--- src/rtl/muon_coinc_trigger.sv ---
// A*B plane coincidence trigger: sync, edge detect, per-plane windows, pulse/dead FSM, hit-pattern latch.
// Optional singles scalers are compiled in when MUON_SCALER_EN is defined; otherwise singles_a/b read 0.
module muon_coinc_trigger #(
  parameter int NCH   = 24,
  parameter int WIN   = 4,
  parameter int PULSE = 5,
  parameter int DEAD  = 50,
  parameter int CNT_W = 32
) (
  input  logic             Clk50,
  input  logic             Rst_n,
  input  logic [NCH-1:0]   ch_a,
  input  logic [NCH-1:0]   ch_b,
  input  logic             trig_en,
  output logic             trig_out,
  output logic             busy,
  output logic [CNT_W-1:0] trig_count,
  output logic [NCH-1:0]   hit_pat_a,
  output logic [NCH-1:0]   hit_pat_b,
  output logic             pat_valid,
  input  logic             pat_ack,
  output logic             pat_ovf,
  output logic [CNT_W-1:0] singles_a,
  output logic [CNT_W-1:0] singles_b
);

  localparam int WW   = $clog2(WIN + 1);
  localparam int TMAX = (PULSE > DEAD) ? PULSE : DEAD;
  localparam int TW   = $clog2(TMAX + 1);

  typedef enum logic [1:0] {ST_IDLE, ST_PULSE, ST_DEAD} state_t;

  state_t               state_reg, state_next;
  logic [TW-1:0]        tmr_reg, tmr_next;
  logic [1:0]           mask_cnt_reg;
  logic                 mask_done;
  logic [2*NCH-1:0]     ch_all;
  logic [2*NCH-1:0]     edge_all;
  logic [1:0]           act;
  logic [1:0][NCH-1:0]  pat_now;
  logic [1:0][CNT_W-1:0] singles_cnt;
  logic                 fire;
  logic                 clr_win;

  logic                 trig_out_reg, busy_reg;
  logic [CNT_W-1:0]     cnt_reg, cnt_next;
  logic [NCH-1:0]       pat_a_reg, pat_a_next, pat_b_reg, pat_b_next;
  logic                 valid_reg, valid_next, ovf_reg, ovf_next;

  assign ch_all    = {ch_b, ch_a};
  assign mask_done = (mask_cnt_reg == 2'd3);

  // Edges are suppressed until three clocks after reset release so lines high at release never fire.
  always_ff @(posedge Clk50 or negedge Rst_n) begin
    if (!Rst_n)
      mask_cnt_reg <= 2'd0;
    else if (!mask_done)
      mask_cnt_reg <= mask_cnt_reg + 2'd1;
  end

  genvar gi;
  generate
    for (gi = 0; gi < 2 * NCH; gi++) begin : g_sync
      logic s1_reg, s2_reg, prev_reg, edge_reg;
      always_ff @(posedge Clk50 or negedge Rst_n) begin
        if (!Rst_n) begin
          s1_reg   <= 1'b0;
          s2_reg   <= 1'b0;
          prev_reg <= 1'b0;
          edge_reg <= 1'b0;
        end else begin
          s1_reg   <= ch_all[gi];
          s2_reg   <= s1_reg;
          prev_reg <= s2_reg;
          edge_reg <= mask_done & s2_reg & ~prev_reg;
        end
      end
      assign edge_all[gi] = edge_reg;
    end

    for (gi = 0; gi < 2; gi++) begin : g_plane
      logic [NCH-1:0] edg;
      logic [WW-1:0]  win_reg, win_next;
      logic [NCH-1:0] acc_reg, acc_next, acc_eff;

      assign edg     = edge_all[gi*NCH +: NCH];
      // Accumulator content from an already expired window must not leak into a new one.
      assign acc_eff = (win_reg != '0) ? acc_reg : '0;
      assign act[gi] = (|edg) | (win_reg != '0);
      assign pat_now[gi] = acc_eff | edg;

      always_comb begin
        win_next = win_reg;
        acc_next = '0;
        if (clr_win) begin
          win_next = '0;
        end else if (|edg) begin
          win_next = WW'(WIN - 1);
          acc_next = acc_eff | edg;
        end else if (win_reg != '0) begin
          win_next = win_reg - WW'(1);
          acc_next = acc_reg;
        end
      end

      always_ff @(posedge Clk50 or negedge Rst_n) begin
        if (!Rst_n) begin
          win_reg <= '0;
          acc_reg <= '0;
        end else begin
          win_reg <= win_next;
          acc_reg <= acc_next;
        end
      end

`ifdef MUON_SCALER_EN
      logic [CNT_W-1:0] sgl_reg;
      always_ff @(posedge Clk50 or negedge Rst_n) begin
        if (!Rst_n)
          sgl_reg <= '0;
        else if (|edg)
          sgl_reg <= sgl_reg + CNT_W'(1);
      end
      assign singles_cnt[gi] = sgl_reg;
`else
      assign singles_cnt[gi] = '0;
`endif
    end
  endgenerate

  always_comb begin
    state_next = state_reg;
    tmr_next   = tmr_reg;
    fire       = 1'b0;
    clr_win    = 1'b0;
    case (state_reg)
      ST_IDLE: begin
        if (trig_en && act[0] && act[1]) begin
          fire       = 1'b1;
          state_next = ST_PULSE;
          tmr_next   = TW'(PULSE - 1);
        end
      end
      ST_PULSE: begin
        if (tmr_reg == '0) begin
          clr_win = 1'b1;
          if (DEAD == 0) begin
            state_next = ST_IDLE;
          end else begin
            state_next = ST_DEAD;
            tmr_next   = TW'(DEAD - 1);
          end
        end else begin
          tmr_next = tmr_reg - TW'(1);
        end
      end
      ST_DEAD: begin
        if (tmr_reg == '0)
          state_next = ST_IDLE;
        else
          tmr_next = tmr_reg - TW'(1);
      end
      default: state_next = ST_IDLE;
    endcase
  end

  // A same-cycle ack frees the latch, so the new trigger pattern wins over the consume.
  always_comb begin
    cnt_next   = cnt_reg;
    pat_a_next = pat_a_reg;
    pat_b_next = pat_b_reg;
    valid_next = valid_reg;
    ovf_next   = ovf_reg;
    if (fire) begin
      cnt_next = cnt_reg + CNT_W'(1);
      if (!valid_reg || pat_ack) begin
        pat_a_next = pat_now[0];
        pat_b_next = pat_now[1];
        valid_next = 1'b1;
        ovf_next   = 1'b0;
      end else begin
        ovf_next = 1'b1;
      end
    end else if (pat_ack && valid_reg) begin
      valid_next = 1'b0;
      ovf_next   = 1'b0;
    end
  end

  always_ff @(posedge Clk50 or negedge Rst_n) begin
    if (!Rst_n) begin
      state_reg    <= ST_IDLE;
      tmr_reg      <= '0;
      trig_out_reg <= 1'b0;
      busy_reg     <= 1'b0;
      cnt_reg      <= '0;
      pat_a_reg    <= '0;
      pat_b_reg    <= '0;
      valid_reg    <= 1'b0;
      ovf_reg      <= 1'b0;
    end else begin
      state_reg    <= state_next;
      tmr_reg      <= tmr_next;
      trig_out_reg <= (state_next == ST_PULSE);
      busy_reg     <= (state_next != ST_IDLE);
      cnt_reg      <= cnt_next;
      pat_a_reg    <= pat_a_next;
      pat_b_reg    <= pat_b_next;
      valid_reg    <= valid_next;
      ovf_reg      <= ovf_next;
    end
  end

  assign trig_out   = trig_out_reg;
  assign busy       = busy_reg;
  assign trig_count = cnt_reg;
  assign hit_pat_a  = pat_a_reg;
  assign hit_pat_b  = pat_b_reg;
  assign pat_valid  = valid_reg;
  assign pat_ovf    = ovf_reg;
  assign singles_a  = singles_cnt[0];
  assign singles_b  = singles_cnt[1];

endmodule
--- config.mk ---
export PLATFORM = sky130hd
export DESIGN_NAME = muon_coinc_trigger
export DESIGN_NICKNAME = d
export VERILOG_FILES = /design/src/rtl/muon_coinc_trigger.sv
export SDC_FILE = /design/constraint.sdc
export NUM_CORES = 1
export LEC_CHECK = 0
export ABC_AREA = 1
export BUFFER_PORTS_ARGS = -buffer_cell sky130_fd_sc_hd__buf_2
export CORE_MARGIN = 2
export CORE_UTILIZATION = 50
export CTS_BUF_LIST = sky130_fd_sc_hd__clkbuf_4 sky130_fd_sc_hd__clkbuf_8 sky130_fd_sc_hd__clkbuf_16
export DETAILED_ROUTE_END_ITERATION = 8
export GPL_TIMING_DRIVEN = 0
export HOLD_SLACK_MARGIN = 0.12
export PLACE_DENSITY_LB_ADDON = 0.08
export SYNTH_ARGS = -nofsm -noshare
export SYNTH_HDL_FRONTEND = slang
export SYNTH_SLANG_ARGS = --single-unit
--- constraint.sdc ---
create_clock -name Clk50 -period 2.25 [get_ports Clk50]
set_input_delay 0.225 -clock Clk50 [delete_from_list [all_inputs] [get_ports Clk50]]
set_output_delay 0.225 -clock Clk50 [all_outputs]
set_load 0.05 [all_outputs]
==> flow_results.xml, run 1 <==
<?xml version="1.0" encoding="UTF-8"?>
<metrics>
  <group name="synthesis">
    <metric name="post_synth.cell_area_avg" unit="um2">10.34</metric>
    <metric name="area_of_the_mapped_netlist" unit="um2">12610</metric>
    <metric name="synth_top_family_by_area" unit="">simple AND/OR/NAND/NOR gates</metric>
    <metric name="synth_cell_type_count" unit="">32</metric>
    <metric name="synth-warning-count" unit="">0</metric>
    <metric name="ys_seq_elements" unit="">340</metric>
    <metric name="postSynthCellCount" unit="">1219</metric>
    <metric name="post_synth_xor_area_fraction" unit="%">1.806</metric>
    <metric name="ys.flop_type" unit="">dfrtp_1</metric>
    <metric name="synthMuxAreaShare" unit="%">0.08931</metric>
    <metric name="synthAdderAreaFrac" unit="%">1.092</metric>
    <metric name="synth_edf_count" unit="">0</metric>
    <metric name="yosys.area_share.simple" unit="%">17.45</metric>
    <metric name="synth_sequential_area_ratio" unit="%">67.48</metric>
    <metric name="synth-compound-area-share" unit="%">3.721</metric>
    <metric name="async_reset_ff_share" unit="%">100.0</metric>
  </group>
  <group name="timing">
    <metric name="fin_skew" unit="ns">0.01576</metric>
    <metric name="final.setup.tns" unit="ns">0</metric>
    <metric name="timing_max_transition_violations_final" unit="">0</metric>
    <metric name="share_of_the_clock_period_used_by_the_worst_path_after_layout" unit="%">91.15</metric>
    <metric name="rsz0062_at_grt" unit="">false</metric>
    <metric name="hold_viol" unit="">0</metric>
    <metric name="setup_viol" unit="">0</metric>
    <metric name="timing.slew.headroom" unit="%">50.38</metric>
    <metric name="max_freq" unit="MHz">487.6</metric>
    <metric name="final_period_minus_worst_setup_slack" unit="ns">2.051</metric>
    <metric name="tightestPinTransition" unit="ns">0.7444</metric>
  </group>
  <group name="drt">
    <metric name="post-route-drc-count" unit="">0</metric>
    <metric name="route.vias.total" unit="">8390</metric>
    <metric name="drt_iter0_drc" unit="">488</metric>
    <metric name="antenna_violating_nets_post_route" unit="">0</metric>
    <metric name="detail_route.vias_per_cell" unit="">4.501</metric>
    <metric name="first_pass_iters" unit="">5</metric>
    <metric name="routed_wl" unit="um">24840</metric>
    <metric name="wire_per_inst" unit="um">13.33</metric>
  </group>
  <group name="final_layout">
    <metric name="mostFrequentLayoutCell" unit="">dfrtp_1</metric>
    <metric name="area_growth" unit="%">25.23</metric>
    <metric name="post_route_cells_drive_above_1_share" unit="%">19.30</metric>
    <metric name="ff_latch_area" unit="um2">8508</metric>
    <metric name="antenna_cells_inserted" unit="">0</metric>
    <metric name="n_fill_cell" unit="">2049</metric>
    <metric name="postLayoutCellArea" unit="um2">15790</metric>
    <metric name="most-common-layout-cells" unit="">dfrtp_1 (340), nand2_1 (325), nor2_1 (169)</metric>
    <metric name="nNetsFinal" unit="">1571</metric>
    <metric name="multiInputGateArea" unit="um2">3288</metric>
  </group>
  <group name="pwr">
    <metric name="p_clk_share" unit="%">29.3</metric>
    <metric name="internal_power" unit="uW">12830</metric>
    <metric name="worst_supply_voltage_drop_on_vdd" unit="mV">0.8768</metric>
    <metric name="comb_power_share" unit="%">31.3</metric>
    <metric name="seqPwrFrac" unit="%">39.4</metric>
    <metric name="total_power_density_per_cell_area" unit="nW/um2">1312</metric>
    <metric name="switching_share" unit="%">38.06</metric>
    <metric name="net-switching-power" unit="uW">7885</metric>
    <metric name="power.leakage" unit="uW">0.008062</metric>
  </group>
  <group name="worst_hold_path">
    <metric name="holdPathEnd" unit="">trig_count[21]</metric>
    <metric name="min_from" unit="">trig_en</metric>
    <metric name="hold_path_depth" unit="">5</metric>
    <metric name="hold_class" unit="">primary input to flop</metric>
  </group>
  <group name="global_routing">
    <metric name="grt_max_degree" unit="">119</metric>
    <metric name="number_of_global_route_vias_before_repair" unit="">8099</metric>
    <metric name="grt_first_pass_wirelength" unit="um">40260</metric>
    <metric name="antenna_found_initial" unit="">0</metric>
    <metric name="grt.total_usage" unit="%">19.13</metric>
    <metric name="grt-ovfl-total" unit="">0</metric>
  </group>
  <group name="critical_path">
    <metric name="worst_ep_arrival_time" unit="ns">2.43</metric>
    <metric name="worstSetupStartpointType" unit="">flop</metric>
    <metric name="worst_r2r_path_depth" unit="">8</metric>
    <metric name="critical_path_peak_fanout" unit="">10</metric>
    <metric name="setup.worst_path.end_class" unit="">flop</metric>
    <metric name="critical_path_class" unit="">flop to flop</metric>
    <metric name="r2r_slack" unit="ns">0.20</metric>
    <metric name="timing.rr.start" unit="">tmr_reg[0]</metric>
    <metric name="rr_endpoint" unit="">g_plane[1].acc_reg[20]</metric>
    <metric name="critical_path_required" unit="ns">2.63</metric>
  </group>
  <group name="die">
    <metric name="die_area" unit="um2">26500</metric>
    <metric name="initial_utilization" unit="%">50.51</metric>
    <metric name="die_height" unit="um">162.8</metric>
    <metric name="core.rowCount" unit="">58</metric>
    <metric name="core" unit="um2">24960</metric>
    <metric name="die_width" unit="um">162.8</metric>
    <metric name="ioPinCount" unit="">200</metric>
  </group>
  <group name="placement">
    <metric name="io_buffers" unit="">135</metric>
    <metric name="weighted_congestion_at_the_end_of_routability_driven_global_placement" unit="">0.8433</metric>
    <metric name="placed_cell_area" unit="um2">14030</metric>
    <metric name="dp_hpwl" unit="um">17100</metric>
  </group>
  <group name="clocking">
    <metric name="ctsLongestPathBuffers" unit="">3</metric>
    <metric name="cts.htree.levels" unit="">2</metric>
    <metric name="worstSkewPairLatency" unit="ns">0.52</metric>
    <metric name="cts-root-buf" unit="">clkbuf_16</metric>
    <metric name="tritoncts" unit="">done</metric>
    <metric name="clock_sink_count" unit="">340</metric>
    <metric name="clock_transition_at_the_registers_of_the_reported_paths" unit="ns">0.06</metric>
    <metric name="cts_inserted_buffers" unit="">36</metric>
  </group>
  <group name="status">
    <metric name="status" unit="">completed</metric>
  </group>
  <group name="job">
    <metric name="max_cap_violations" unit="">0</metric>
  </group>
</metrics>
what timing repair did:
item                                   in CTS  in global routing
setup buffers                               0                  0
endpoints found under the hold margin     186                  0
setup endpoints to repair                   0                  3
hold buffers                               50                  0
resized for setup                           0                  1
metal layers:
metal | up-vias | GRT usage (%) | routed length, um
met4 | 0 | 5.430 | 478
li1 | 4207 | - | -
met5 | - | 0 | 0
met3 | 48 | 3.158 | 1092
met1 | 3955 | 25.94 | 10980
met2 | 180 | 32.15 | 12290
worst max path at each step:
stage	start	to	slack, ns	depth (start not counted)
global placement	Rst_n	g_sync[25].s1_reg	-5.46	1
floorplan	trig_count[0]	trig_count[30]	0.27	12
detailed placement	tmr_reg[0]	g_plane[1].acc_reg[20]	0.20	8
finish	tmr_reg[0]	g_plane[1].acc_reg[20]	0.20	8
CTS	g_plane[1].win_reg[0]	hit_pat_b[1]	0.16	10
global route	tmr_reg[0]	g_plane[1].acc_reg[20]	0.01	8
kinds of logic after synthesis:
| logic type | after synthesis |
|---|---|
| muxes | 1 |
| xor gates and xnor gates | 26 |
| buffers and inverters | 200 |
| adders and majority gates | 11 |
| AOI/OAI and AO/OA | 92 |
| other | 1 |
| DFF | 340 |
| and+or+nand+nor | 548 |
power by group through the flow:
stage               clock network, uW  registers, uW  logic, uW
finish                           6070           8170       6480
global route                     6500           8320       7090
CTS                              6230           8190       6540
detailed placement                  0           8290       6450
global placement                    0           8260       6350
floorplan                           0          10400       2620
cell type report:
class                           count  share of cell area, %
Buffer                             96                  4.184
Clock buffer                       51                  6.815
Clock inverter                     13                  1.165
Inverter                          104                  2.472
Multi-Input combinational cell    742                  20.83
Sequential cell                   340                  53.89
Tap cell                          330                  2.615
Timing Repair Buffer              188                  8.036
cells in the mapped netlist, types with 6 or more instances:
master    number  area, um2
dfrtp_1      340       8508
buf_2          9      45.04
o21ai_0       38      190.2
buf_6          6      67.56
nand2_1      325       1220
nor2_1       170      638.1
clkbuf_1      15      56.30
buf_4         65      488.0
a21oi_1       51      255.2
inv_1        100      375.4
nand3_1       13      65.06
ha_1          11      137.6
xor2_1        23      201.4
nor3_1        20      100.1
worst max-delay path, cell delays in order (launching register included):
cell,delay [ns]
dfrtp_1,0.37
inv_1,0.10
ha_1,0.21
nand4_1,0.16
inv_1,0.14
nand2_1,0.12
inv_2,0.21
clkbuf_1,0.50
nor2_1,0.10
metrics by stage:
| step | total power [uW] | setup WS, ns | util (%) | hold slack [ns] | cells |
|---|---|---|---|---|---|
| 6_report | 20720 | 0.1991 | 63.25 | 0.1831 | 1864 |
| 3_3_place_gp | 14610 | -5.464 | 55.81 | 0.3322 | 1747 |
| 5_1_grt | 21910 | 0.01313 | 63.25 | 0.1982 | 1864 |
| 4_1_cts | 20960 | 0.1584 | 63.24 | 0.1554 | 1864 |
| 3_5_place_dp | 14740 | 0.2022 | 56.18 | 0.1669 | 1750 |
| 2_1_floorplan | 13000 | 0.2744 | - | -0.07059 | 1282 |
No activity file was read; power rests on OpenSTA's default activity.
==> inputs of run 2 (changes only) <==
==> constraint.sdc (replaced) <==
create_clock -name Clk50 -period 2.62 [get_ports Clk50]
set_input_delay 0.262 -clock Clk50 [delete_from_list [all_inputs] [get_ports Clk50]]
set_output_delay 0.262 -clock Clk50 [all_outputs]
set_load 0.05 [all_outputs]
==> run 2 against run 1 <==
Routed wire length about the same. Total power fell by 14%. Clock skew hardly changed. First-iteration DRC count down 2.3%. Flip-flop and latch count stayed put. Register-to-register slack improved by 0.35 ns. Clock-buffer cell count is the same. Sequential share of layout area about the same.
==> flow_results.xml, run 2 (synthesized netlist as in run 1, its figures left out) <==
<?xml version="1.0" encoding="UTF-8"?>
<metrics>
  <group name="placement">
    <metric name="weighted_congestion_at_the_end_of_routability_driven_global_placement" unit="">0.8433</metric>
    <metric name="placed_cell_area" unit="um2">14030</metric>
    <metric name="dp_hpwl" unit="um">17100</metric>
    <metric name="io_buffers" unit="">135</metric>
  </group>
  <group name="critical_path">
    <metric name="worst-path-buf-inv" unit="">3</metric>
    <metric name="cp_slowest_stage_delay" unit="ns">0.34</metric>
    <metric name="critical_path_required" unit="ns">3.06</metric>
    <metric name="setup.worst_path.end_class" unit="">flop</metric>
    <metric name="timing.critical_path.max_delay_family" unit="">simple AND/OR/NAND/NOR gates</metric>
    <metric name="crit_path_cell_trace" unit="">inv_1, ha_1, nand2_4, inv_2, nand4_2, nand4_2, nor2_1, buf_2, nand2_1, nand2_1</metric>
    <metric name="critical_path_cell_with_the_highest_stage_delay" unit="">dfrtp_1</metric>
    <metric name="worstSetupStartpointType" unit="">flop</metric>
    <metric name="worst_ep_arrival_time" unit="ns">2.52</metric>
    <metric name="critical_path_class" unit="">flop to flop</metric>
    <metric name="critical_path_peak_fanout" unit="">10</metric>
  </group>
  <group name="clocking">
    <metric name="clock_transition_at_the_registers_of_the_reported_paths" unit="ns">0.06</metric>
    <metric name="ctsLongestPathBuffers" unit="">3</metric>
    <metric name="post-cts-setup-buffers" unit="">0</metric>
    <metric name="tritoncts" unit="">done</metric>
    <metric name="cts_inserted_buffers" unit="">36</metric>
    <metric name="cts-root-buf" unit="">clkbuf_16</metric>
    <metric name="worstSkewPairLatency" unit="ns">0.52</metric>
    <metric name="clock_sink_count" unit="">340</metric>
    <metric name="cts.htree.levels" unit="">2</metric>
  </group>
  <group name="drt">
    <metric name="wire_per_inst" unit="um">13.32</metric>
    <metric name="routed_wl" unit="um">24830</metric>
    <metric name="detail_route.vias_per_cell" unit="">4.509</metric>
    <metric name="route.vias.total" unit="">8404</metric>
    <metric name="drt_iter0_drc" unit="">477</metric>
    <metric name="first_pass_iters" unit="">4</metric>
    <metric name="post-route-drc-count" unit="">0</metric>
    <metric name="antenna_violating_nets_post_route" unit="">0</metric>
  </group>
  <group name="pwr">
    <metric name="power.leakage" unit="uW">0.008063</metric>
    <metric name="total_power_density_per_cell_area" unit="nW/um2">1127</metric>
    <metric name="total_design_power" unit="uW">17800</metric>
    <metric name="worst_supply_voltage_drop_on_vdd" unit="mV">0.7527</metric>
  </group>
  <group name="timing">
    <metric name="tightestPinTransition" unit="ns">0.7385</metric>
    <metric name="final_period_minus_worst_setup_slack" unit="ns">2.071</metric>
    <metric name="max_freq" unit="MHz">482.9</metric>
    <metric name="setup_viol" unit="">0</metric>
    <metric name="hold_viol" unit="">0</metric>
    <metric name="final.setup.tns" unit="ns">0</metric>
    <metric name="timing_max_transition_violations_final" unit="">0</metric>
    <metric name="share_of_the_clock_period_used_by_the_worst_path_after_layout" unit="%">79.03</metric>
    <metric name="rsz0062_at_grt" unit="">false</metric>
    <metric name="fin_worst_hold_slack" unit="ns">0.2089</metric>
    <metric name="fin_skew" unit="ns">0.01551</metric>
    <metric name="timing.slew.headroom" unit="%">50.77</metric>
  </group>
  <group name="global_routing">
    <metric name="grt-ovfl-total" unit="">0</metric>
    <metric name="grt_first_pass_wirelength" unit="um">40260</metric>
    <metric name="grt.total_usage" unit="%">19.13</metric>
    <metric name="number_of_global_route_vias_before_repair" unit="">8099</metric>
    <metric name="grt_max_degree" unit="">119</metric>
    <metric name="antenna_found_initial" unit="">0</metric>
  </group>
  <group name="final_layout">
    <metric name="nNetsFinal" unit="">1571</metric>
    <metric name="antenna_cells_inserted" unit="">0</metric>
    <metric name="n_fill_cell" unit="">2048</metric>
    <metric name="postLayoutCellArea" unit="um2">15790</metric>
    <metric name="most-common-layout-cells" unit="">dfrtp_1 (340), nand2_1 (325), nor2_1 (170)</metric>
    <metric name="mostFrequentLayoutCell" unit="">dfrtp_1</metric>
    <metric name="area_growth" unit="%">25.21</metric>
    <metric name="post_route_cells_drive_above_1_share" unit="%">19.23</metric>
  </group>
  <group name="die">
    <metric name="ioPinCount" unit="">200</metric>
    <metric name="die_width" unit="um">162.8</metric>
    <metric name="core" unit="um2">24960</metric>
    <metric name="initial_utilization" unit="%">50.51</metric>
    <metric name="die_height" unit="um">162.8</metric>
    <metric name="core.rowCount" unit="">58</metric>
    <metric name="die_area" unit="um2">26500</metric>
  </group>
  <group name="job">
    <metric name="max_cap_violations" unit="">0</metric>
  </group>
  <group name="worst_hold_path">
    <metric name="hold_class" unit="">primary input to flop</metric>
  </group>
  <group name="status">
    <metric name="status" unit="">completed</metric>
  </group>
</metrics>
-- run 2: cell types whose count changed in the layout (fill, tap and decap cells not counted) --
cell,delta
nor2_2,-1
nor2_1,+1
-- run 2: tightest hold or removal path, delay by kind of cell --
family / cells / cell delay (ns)
buffers and inverters: 1 / 0.13
AND/OR/NAND/NOR: 4 / 0.29
-- run 2: layout make-up --
class | count | area, um2 | area share, %
multi-input combinational | 742 | 3286 | 20.81
clock buffer | 51 | 1076 | 6.816
buffer | 96 | 660.6 | 4.185
inverter | 104 | 390.4 | 2.473
clock inverter | 13 | 183.9 | 1.165
sequential | 340 | 8508 | 53.90
timing repair buffer | 188 | 1269 | 8.037
tap | 330 | 412.9 | 2.616
-- run 2: repair_timing --
| item | 4_1_cts | 5_1_grt |
|---|---|---|
| gates resized for setup | 0 | 0 |
| endpoints found under the hold margin | 169 | 0 |
| hold buffers | 50 | 0 |
-- run 2: stage by stage --
stage	worst slack (ns)	instances	util [%]
5_1_grt	0.3446	1864	63.24
2_1_floorplan	0.6444	1282	-
3_3_place_gp	-5.131	1747	55.81
3_5_place_dp	0.5722	1750	56.18
6_report	0.5494	1864	63.24
4_1_cts	0.5284	1864	63.24
-- run 2: path summary, 6_finish.rpt --
check                                      start                 to  slack, ns  cells after the start
setup / recovery           g_plane[1].win_reg[0]       hit_pat_b[1]       0.55                     10
hold / removal                           trig_en     trig_count[21]       0.21                      5
setup reg to reg           g_plane[1].win_reg[0]       hit_pat_b[1]       0.55                     10
hold reg to reg                g_sync[14].s1_reg  g_sync[14].s2_reg       0.34                      0
max in group asynchronous                  Rst_n  g_sync[42].s1_reg       0.70                      5
min in group asynchronous                  Rst_n       hit_pat_b[8]       0.25                      2
-- run 2: layer usage --
| metal | global-route usage [%] | up-vias | routed length [um] | share of wire (%) |
|---|---|---|---|---|
| met5 | 0 | - | 0 | 0 |
| met4 | 5.430 | 0 | 474 | 1.9 |
| met3 | 3.158 | 47 | 1134 | 4.6 |
| met2 | 32.15 | 187 | 12290 | 49 |
| met1 | 25.94 | 3964 | 10930 | 44 |
| li1 | - | 4206 | - | - |
-- run 2: where the power goes --
part | internal, uW | switching (uW) | total, uW | leakage [uW]
logic | 1430 | 4120 | 5560 | 0.00338
registers | 6390 | 623 | 7020 | 0.00407
clock network | 3190 | 2030 | 5220 | 0.000620
total | 11000 | 6780 | 17800 | 0.00806
